===== src/rtl/usb_line_state_driver.sv =====
// USB raw line-state driver: arbitrates for the host TX port and drives J/K/SE0,
// either while a level enable is held or for a fixed number of timed writes.
module usb_line_state_driver #(
    parameter int unsigned DATA_W       = 8,
    parameter int unsigned LS_W         = 2,
    parameter int unsigned CNT_W        = 16,
    parameter logic [7:0]  CNTL_LINE    = 8'h00,
    parameter logic [7:0]  CNTL_RELEASE = 8'h05
) (
    input  logic              clk,
    input  logic              rst,
    input  logic              lvl_en,
    input  logic              timed_start,
    input  logic [CNT_W-1:0]  timed_cycles,
    input  logic              abort,
    input  logic [LS_W-1:0]   line_state,
    input  logic              tx_gnt,
    input  logic              tx_rdy,
    output logic              tx_req,
    output logic              tx_wen,
    output logic [DATA_W-1:0] tx_data,
    output logic [DATA_W-1:0] tx_cntl,
    output logic              busy,
    output logic              done
);

    localparam logic [DATA_W-1:0] LINE_CODE = DATA_W'(CNTL_LINE);
    localparam logic [DATA_W-1:0] REL_CODE  = DATA_W'(CNTL_RELEASE);

    typedef enum logic [2:0] {
        IDLE,
        WAIT_GNT,
        DRV_RDY,
        DRV_CHK,
        REL_RDY,
        REL_END
    } state_t;

    typedef enum logic {
        MODE_LEVEL,
        MODE_TIMED
    } mode_t;

    state_t            state_q;
    mode_t             mode_q;
    logic [CNT_W-1:0]  cnt_q;
    logic              tx_req_q;
    logic              tx_wen_q;
    logic [DATA_W-1:0] tx_data_q;
    logic [DATA_W-1:0] tx_cntl_q;
    logic              busy_q;
    logic              done_q;

    always_ff @(posedge clk) begin
        if (rst) begin
            state_q   <= IDLE;
            mode_q    <= MODE_LEVEL;
            cnt_q     <= '0;
            tx_req_q  <= 1'b0;
            tx_wen_q  <= 1'b0;
            tx_data_q <= '0;
            tx_cntl_q <= '0;
            busy_q    <= 1'b0;
            done_q    <= 1'b0;
        end else begin
            done_q <= 1'b0;
            unique case (state_q)
                IDLE: begin
                    // timed_start takes priority over a concurrent lvl_en
                    if (timed_start) begin
                        if (timed_cycles != '0) begin
                            cnt_q    <= timed_cycles;
                            mode_q   <= MODE_TIMED;
                            tx_req_q <= 1'b1;
                            busy_q   <= 1'b1;
                            state_q  <= WAIT_GNT;
                        end else begin
                            done_q <= 1'b1;
                        end
                    end else if (lvl_en) begin
                        mode_q   <= MODE_LEVEL;
                        tx_req_q <= 1'b1;
                        busy_q   <= 1'b1;
                        state_q  <= WAIT_GNT;
                    end
                end
                WAIT_GNT: begin
                    if (tx_gnt) begin
                        state_q <= DRV_RDY;
                    end
                end
                DRV_RDY: begin
                    if (tx_rdy) begin
                        tx_wen_q  <= 1'b1;
                        tx_data_q <= DATA_W'(line_state);
                        tx_cntl_q <= LINE_CODE;
                        if (mode_q == MODE_TIMED && cnt_q != '0) begin
                            cnt_q <= cnt_q - CNT_W'(1);
                        end
                        state_q <= DRV_CHK;
                    end
                end
                DRV_CHK: begin
                    tx_wen_q <= 1'b0;
                    if (mode_q == MODE_LEVEL) begin
                        state_q <= lvl_en ? DRV_RDY : REL_RDY;
                    end else begin
                        state_q <= (cnt_q != '0 && !abort) ? DRV_RDY : REL_RDY;
                    end
                end
                REL_RDY: begin
                    if (tx_rdy) begin
                        tx_wen_q  <= 1'b1;
                        tx_data_q <= '0;
                        tx_cntl_q <= REL_CODE;
                        state_q   <= REL_END;
                    end
                end
                REL_END: begin
                    tx_wen_q <= 1'b0;
                    tx_req_q <= 1'b0;
                    busy_q   <= 1'b0;
                    done_q   <= 1'b1;
                    state_q  <= IDLE;
                end
                default: begin
                    state_q <= IDLE;
                end
            endcase
        end
    end

    assign tx_req  = tx_req_q;
    assign tx_wen  = tx_wen_q;
    assign tx_data = tx_data_q;
    assign tx_cntl = tx_cntl_q;
    assign busy    = busy_q;
    assign done    = done_q;

endmodule


===== config.mk =====
export PLATFORM = sky130hd
export DESIGN_NAME = usb_line_state_driver
export DESIGN_NICKNAME = d
export VERILOG_FILES = /design/src/rtl/usb_line_state_driver.sv
export SDC_FILE = /design/constraint.sdc
export NUM_CORES = 1
export LEC_CHECK = 0
export CORE_MARGIN = 2
export CORE_UTILIZATION = 35
export DETAILED_ROUTE_END_ITERATION = 8
export GPL_TIMING_DRIVEN = 1
export PLACE_DENSITY = 0.66
export SYNTH_ARGS = -nofsm -noshare
export SYNTH_HDL_FRONTEND = slang
export SYNTH_SLANG_ARGS = --single-unit

===== constraint.sdc =====
create_clock -name clk -period 2.2 [get_ports clk]
set_input_delay 0.44 -clock clk [delete_from_list [all_inputs] [get_ports clk]]
set_output_delay 0.44 -clock clk [all_outputs]
set_load 0.02 [all_outputs]

==> impl_metrics.yaml, run 1 <==
status:
  status: "finished clean"
global_route:
  grt.total_usage_pct: 18.7
  grt_antenna_before_repair: 0
  grt_pass1_vias: 1760
  grt_pass1_wl_mm: 8.07
  grt_max_degree: 36
  gr-total-overflow: 0
yosys:
  seq_area_frac_synth_pct: 30.6
  async_flop_share_pct: 0
  synth_area_leader_cell: "dfxtp_1"
  netlist_top_cells_area: "dfxtp_1 31%, a21oi_1 7.1%, buf_4 6.2%"
  synthFlopType: "dfxtp_1"
  synth_cells: 223
  synth_area_mm2: 0.00170
  synth_top_area_share_pct: 30.6
  yosys_warnings: 0
  ys_ff_latch: 26
  synthDistinctLibCells: 46
  synth-edff-count: 0
  syn_avg_cell_area_um2: 7.63
worst_setup_path:
  r2r_start: "cnt_q[0]"
  critical_path_class: "register to register"
  arrival_ps: 2180
  crit_path_start: "cnt_q[0]"
  critPathRequiredTime_ps: 2370
  crit_path_start_kind: "register"
  crit_path_end_kind: "register"
  crit_fanout: 5
clock_network:
  cts_sinks: 26
  hold_buffers: 0
  clkTransAtPathRegs_ps: 100
  postCtsResizedCells: 0
  htree_levels: 1
  cts_buffers: 3
  cts_buffer_depth: 2
  cts_setup_buffers: 0
  clock-root-buffer: "clkbuf_8"
  clock_latency_ps: 280
  cts_tree: "built"
timing:
  fin_worst_skew_ps: 10.4
  final_hold_viol_count: 0
  maxSlewViolCount: 0
  setup_viol: 0
  period_share_pct: 91.4
  slew_headroom_pct: 64.4
  rsz0062_at_grt: "false"
  hold_ws_ps: 500
  fin_crit_ps: 2010
  setup_tns_ps: 0
  max_freq_mhz: 497
  worst_pin_slew_ps: 535
  setup_ws_ps: 190
placed_design:
  dp_slack_ps: -173
  routabilityCongestion: 0.885
  dp_cells: 316
  dp.final_hpwl_mm: 3.39
  place_area_mm2: 0.00214
  port_buffers: 32
floorplan:
  die_y_um: 73.7
  die_x_um: 73.7
  fp.coreArea_mm2: 0.00469
  design.die.area_mm2: 0.00543
  initial_core_util_pct: 36.2
  io_pins: 45
  floorplan.rows: 25
route:
  via_per_inst: 5.69
  route.vias.total: 1822
  drt-initial-drc-count: 214
  wl_per_cell_um: 14.7
  ant_nets: 0
  drtPass1Iterations: 4
  routed_wl_mm: 4.72
  remaining_drc_errors: 0
finish:
  regArea_um2: 520
  fillers: 488
  drive_gt1_share_pct: 12.8
  syn2layout_area_growth_pct: 29.8
  multi_input_area_mm2: 0.00104
  diodes: 0
  fin_util_pct: 47.0
  postLayoutCellArea_mm2: 0.00221
  layout.cells.non_filler: 320
  fin_nets: 293
power_and_ir_drop:
  power.density_mw_per_mm2: 639
  total_power_mw: 1.41
  p_leak_nw: 0.848
  vdd.ir_drop.worst_mv: 0.316
run:
  max_cap_viol_count: 0
hold_path:
  hold_path.class: "register to register"
  min_from: "tx_data[0]"
[critical path, stage by stage, from the launching register on]
cell and delay (ps):
dfxtp_1 340, inv_1 100, ha_1 180, nor3b_1 270, nand4_1 180, buf_4 190
nor2_1 240, nor2_1 150, a31o_2 250
[placed cells by master (no fill, tap or decap), types with 2 or more instances in the layout]
master	count
o21ai_1	5
nor2_1	14
conb_1	12
clkdlybuf4s50_1	32
o311ai_0	3
nand3_1	4
nor4_1	7
a32oi_1	2
dfxtp_1	26
nand2_1	24
o41ai_1	3
a32o_1	2
inv_1	4
o21ai_0	9
clkbuf_8	4
or4_1	2
a21oi_1	24
o31a_1	4
a211oi_1	3
o211a_1	2
o211ai_1	5
or2_1	2
nor2b_1	3
buf_4	25
nor3_1	7
or3_1	2
nand3b_1	4
nand4_1	3
o32ai_1	2
a31o_1	2
o31ai_1	10
nor3b_1	2
[layer usage]
| metal | part of all wire (%) | vias to the layer above | GRT usage, % | wire length, um |
|---|---|---|---|---|
| met1 | 47 | 840 | 24.9 | 2210 |
| met2 | 44 | 71 | 29.2 | 2080 |
| met3 | 7.5 | 6 | 4.94 | 353 |
| met5 | 0 | - | 0 | 0 |
| li1 | - | 905 | - | - |
| met4 | 1.4 | 0 | 6.06 | 65 |
[where the power goes]
group          total [mW]  switching (mW)  leakage (nW)  internal, mW
Combinational       0.511           0.281         0.606         0.230
Sequential          0.573          0.0529         0.214         0.520
Clock               0.325           0.165        0.0288         0.161
[flip-flops by register name, indices dropped and copies added, names as in the netlist]
name,count
done,1
mode_q,1
tx_wen,1
cnt_q,16
tx_cntl,1
tx_data,2
state_q,3
busy,1
[final timing paths]
kind,end,slack [ps],cells past startpoint
max,cnt_q[14],190,8
min,tx_data[0],500,2
max reg2reg,cnt_q[14],190,8
min reg2reg,tx_data[0],500,2
[cells in the mapped netlist, drive strengths merged, types with 2 or more instances]
cell type   n
a211oi      3
a21oi      24
a31o        3
a32o        2
a32oi       2
buf        19
clkbuf     10
dfxtp      26
inv         4
nand2      24
nand3       4
nand3b      4
nand4       3
nor2       14
nor2b       3
nor3        7
nor3b       2
nor4        8
o211a       2
o211ai      5
o21ai      14
o311ai      3
o31a        4
o31ai      10
o32ai       2
o41ai       3
or2         2
or3         2
or4         3
[cell families (layout without fill, tap and decap cells)]
group	count (synthesis)	count (layout)	synth area share, %
AND/OR/NAND/NOR	79	79	23.8
XOR/XNOR	1	1	0.515
buffers and inverters	33	65	11.0
adder cells (fa/ha/maj)	1	1	0.736
AO/OA/AOI/OAI	82	82	33.0
other	1	12	0.221
flip-flops	26	26	30.6
[area by class of cell]
type	count	share of cell area (%)
clock buffers	4	2.49
inverters	4	0.680
multi-input cells	175	47.2
flip-flops and latches	26	23.6
well taps	54	3.06
repair buffers	57	23.0
Note: power is estimated with default switching activity, not from simulation.
==> run 2: changes to the inputs <==
CORE_MARGIN = default   (was 2)
SETUP_SLACK_MARGIN = 0.15   (was default)
==> run 2 against run 1 <==
Against the previous run:
- clock skew decreased by 5.1 ps
- clock-buffer cell count decreased by 1
- global-route usage increased by 0.15 points
- largest power group unchanged
- setup slack improved by 37 ps
- utilization increased by 3.5 points
- highest routed layer unchanged
- critical path type is now input port to register
- clock power decreased by 12%
- fmax increased by 1.9%
- critical path depth decreased by 1
==> impl_metrics.yaml, run 2 (synthesis results as in run 1) <==
status:
  status: "finished clean"
placed_design:
  routabilityCongestion: 0.826
  dp.final_hpwl_mm: 3.36
  port_buffers: 32
  dp_cells: 314
worst_setup_path:
  arrival_ps: 2170
  crit_path_start: "timed_cycles[13]"
  r2r_cells: 9
  crit_fanout: 4
  rr_endpoint: "cnt_q[12]"
  crit_path_start_kind: "input port"
  critical_path_class: "input port to register"
  r2r_start: "cnt_q[0]"
  critPathRequiredTime_ps: 2400
  crit_path_end_kind: "register"
  reg2reg_slack_ps: 240
  worstSetupEndpoint: "cnt_q[0]"
route:
  routed_wl_mm: 4.70
  drtPass1Iterations: 4
  remaining_drc_errors: 0
  ant_nets: 0
  via_per_inst: 5.76
  route.vias.total: 1842
  drt-initial-drc-count: 123
  wl_per_cell_um: 14.7
global_route:
  gr-total-overflow: 0
  grt_pass1_wl_mm: 7.69
  use_met1_pct: 25.1
  grtUsageMet3_pct: 3.09
  grt.total_usage_pct: 18.8
  gr-usage-met2_pct: 30.9
  grt_pass1_vias: 1642
  grt_busiest_layer: "met2"
  grt_antenna_before_repair: 0
  grt_max_degree: 34
power_and_ir_drop:
  p_leak_nw: 0.922
  pwr-share-comb_pct: 38.0
  swShare_pct: 36.2
  clkPwrFrac_pct: 20.7
  vdd.ir_drop.worst_mv: 0.281
  p_seq_share_pct: 41.4
  power.net_switching_uw: 502
  intPower_uw: 884
  power.density_mw_per_mm2: 609
timing:
  max_freq_mhz: 507
  maxSlewViolCount: 0
  setup_tns_ps: 0
  fin_crit_ps: 1970
  final_hold_viol_count: 0
  period_share_pct: 89.7
  hold_ws_ps: 501
  setup_viol: 0
  fin_worst_skew_ps: 5.29
  rsz0062_at_grt: "false"
clock_network:
  cts_sinks: 26
  htree_levels: 1
  cts_buffer_depth: 2
  clock-root-buffer: "clkbuf_8"
  clock_latency_ps: 280
  cts_buffers: 3
  hold_buffers: 0
  clkTransAtPathRegs_ps: 100
  cts_tree: "built"
finish:
  layout.cells.non_filler: 320
  diodes: 0
  mostFrequentLayoutCells: "26 x dfxtp_1, 26 x clkdlybuf4s50_1, 26 x buf_4"
  drive_gt1_share_pct: 15.3
  top_register: "cnt_q"
  syn2layout_area_growth_pct: 33.8
  largest_reg_flops: 16
  fin_nets: 296
  fillers: 448
floorplan:
  design.die.area_mm2: 0.00514
  die_y_um: 71.7
  initial_core_util_pct: 37.8
  fp.coreArea_mm2: 0.00450
  die_x_um: 71.7
  io_pins: 45
  floorplan.rows: 24
run:
  max_cap_viol_count: 0
hold_path:
  min_from: "mode_q"
  hold_path.class: "register to register"
run 2: timing repair:
item	4_1_cts	5_1_grt
setup endpoints to repair	4	18
pin swaps	0	6
buffers inserted	0	3
resized for setup	1	14
run 2: worst min-delay path by stage:
stage / slack (ps) / depth (start not counted) / endpoint
3_5_place_dp: 480 / 2 / tx_data[0]
4_1_cts: 500 / 2 / cnt_q[15]
5_1_grt: 540 / 2 / cnt_q[15]
3_3_place_gp: 470 / 2 / tx_data[0]
2_1_floorplan: 460 / 2 / mode_q
6_report: 500 / 2 / mode_q
run 2: worst max-delay path, stage by stage:
cell and delay, ps:
clkdlybuf4s50_1 530, nor4_2 70, and4_1 210, o22a_1 250
buf_4 160, o31a_1 290, a311oi_2 220
run 2: routing by layer:
metal / vias up / part of all wire (%)
li1: 912 / -
met1: 847 / 46
met2: 78 / 46
met3: 5 / 7.3
met4: 0 / 1.0
met5: - / 0
run 2: per-stage QoR:
step | setup WS [ps] | area, um2 | power, mW | utilization, %
floorplan | 161 | 1740 | 0.898 | -
detailed placement | -71.3 | 2150 | 1.08 | 47.8
global placement | -37.7 | 2150 | 1.08 | 47.8
CTS | 155 | 2200 | 1.37 | 48.8
global route | 136 | 2270 | 1.47 | 50.5
finish | 227 | 2270 | 1.39 | 50.5
run 2: area by class of cell:
cell class | instances | area, um2 | area share (%)
Multi-Input combinational cell | 175 | 1070 | 47.1
Timing Repair Buffer | 60 | 562 | 24.7
Sequential cell | 26 | 520 | 22.9
Tap cell | 52 | 65.1 | 2.86
Clock buffer | 3 | 41.3 | 1.82
Inverter | 4 | 15.0 | 0.660
run 2: power groups by stage:
| stage | Sequential, mW | Combinational (mW) | Clock (mW) |
|---|---|---|---|
| 2_1_floorplan | 0.576 | 0.322 | 0 |
| 3_3_place_gp | 0.580 | 0.499 | 0 |
| 6_report | 0.573 | 0.526 | 0.287 |
| 4_1_cts | 0.571 | 0.506 | 0.292 |
| 3_5_place_dp | 0.582 | 0.503 | 0 |
| 5_1_grt | 0.582 | 0.580 | 0.309 |
==> run 3: changes to the inputs <==
CORE_ASPECT_RATIO = 0.9   (was default)
GPL_ROUTABILITY_DRIVEN = 0   (was default)
==> run 3 against run 2 <==
Against the previous run:
- sequential cell count unchanged
- wire length increased by 1.2%
- cell area increased by 1.4%
- cell count increased by 4.1%
- critical path type unchanged
- critical endpoint is now cnt_q[12]
- largest cell class unchanged
- largest power group unchanged
==> impl_metrics.yaml, run 3 (synthesis results as in run 1) <==
floorplan:
  initial_core_util_pct: 37.4
  io_pins: 45
  design.die.area_mm2: 0.00514
  floorplan.rows: 23
  die_y_um: 68.1
  fp.coreArea_mm2: 0.00455
  die_x_um: 75.5
clock_network:
  hold_buffers: 0
  cts_sinks: 26
  cts_buffer_depth: 2
  cts_buffers: 3
  clkTransAtPathRegs_ps: 90
  clock_latency_ps: 280
  htree_levels: 1
  clock-root-buffer: "clkbuf_8"
  cts_tree: "built"
global_route:
  gr-total-overflow: 0
  grt_pass1_wl_mm: 7.45
  grt.total_usage_pct: 19.4
  grt_antenna_before_repair: 0
  grt_pass1_vias: 1556
  grt_max_degree: 35
worst_setup_path:
  crit_path_end_kind: "register"
  crit_path_start_kind: "input port"
  critPathRequiredTime_ps: 2370
  critical_path_class: "input port to register"
  crit_path_start: "timed_cycles[1]"
  r2r_start: "cnt_q[7]"
  crit_fanout: 8
  arrival_ps: 2200
status:
  status: "finished clean"
timing:
  worst_pin_slew_ps: 508
  rsz0062_at_grt: "false"
  final_hold_viol_count: 0
  fin_worst_skew_ps: 3.90
  setup_viol: 0
  maxSlewViolCount: 0
  period_share_pct: 92.0
  max_freq_mhz: 494
  slew_headroom_pct: 65.8
  setup_tns_ps: 0
  fin_crit_ps: 2030
route:
  route.vias.total: 1805
  via_per_inst: 5.42
  ant_nets: 0
  drtPass1Iterations: 4
  wl_per_cell_um: 14.3
  drt-initial-drc-count: 113
  remaining_drc_errors: 0
  routed_wl_mm: 4.76
finish:
  diodes: 0
  largest_reg_flops: 16
  postLayoutCellArea_mm2: 0.00231
  top_register: "cnt_q"
  layout.cells.non_filler: 333
  mostFrequentLayoutCells: "30 x buf_4, 30 x clkdlybuf4s50_1, 26 x dfxtp_1"
  drive_gt1_share_pct: 15.9
  syn2layout_area_growth_pct: 35.7
  fin_nets: 298
run:
  max_cap_viol_count: 0
power_and_ir_drop:
  power.density_mw_per_mm2: 652
  total_power_mw: 1.50
  p_leak_nw: 0.908
  vdd.ir_drop.worst_mv: 0.380
placed_design:
  dp_cells: 328
  dp.final_hpwl_mm: 3.47
  port_buffers: 32
  place_area_mm2: 0.00218
hold_path:
  min_from: "mode_q"
  hold_path.class: "register to register"
## run 3: changes by cell type in the layout (fill, tap and decap cells not counted), moves of 3 or more
cell             change
dlymetal6s2s_1       -4
nor4_1               +3
nor4_2               -4
clkdlybuf4s50_1      +4
buf_4                +4
## run 3: cell type report
type | count | area, um2
fillers | 469 | 2240
multi-input cells | 175 | 1070
repair buffers | 62 | 551
flip-flops and latches | 26 | 520
well taps | 62 | 77.6
clock buffers | 3 | 41.3
clock inverters | 1 | 30.0
inverters | 4 | 15.0
## run 3: worst paths after layout
kind,endpoint,slack [ps],cells after the start
worst min register to register,mode_q,500,2
worst max register to register,cnt_q[14],290,5
worst max-delay path,cnt_q[12],170,7
worst min-delay path,mode_q,500,2
## run 3: power by group
part | switching [mW] | internal, mW | total (mW)
clock | 0.158 | 0.244 | 0.402
sequential | 0.0522 | 0.520 | 0.573
combinational | 0.293 | 0.237 | 0.530
## run 3: per-layer routing
layer | vias up | global-route usage [%] | share of wire (%)
li1 | 919 | - | -
met1 | 819 | 27.5 | 48
met2 | 59 | 29.0 | 44
met3 | 8 | 3.83 | 5.3
met4 | 0 | 7.18 | 2.1
met5 | - | 0 | 0
## run 3: stage by stage
step	hold WS, ps	utilization (%)	setup WS, ps
6_report	496	50.7	175
4_1_cts	499	49.9	148
5_1_grt	517	50.7	159
2_1_floorplan	459	-	161
3_3_place_gp	476	48.0	-212
3_5_place_dp	482	48.0	-226
## run 3: what timing repair did
item	CTS	global route
setup endpoints to repair	15	18
buffers inserted	0	0
pin swaps	0	2
cloned	0	1
resized for setup	2	10
## run 3: critical path, stage by stage
cell and delay, ps:
clkdlybuf4s50_1 510, nor4_1 70, and4_1 210, o22a_1 250
buf_4 180, o311a_1 350, a31o_1 190
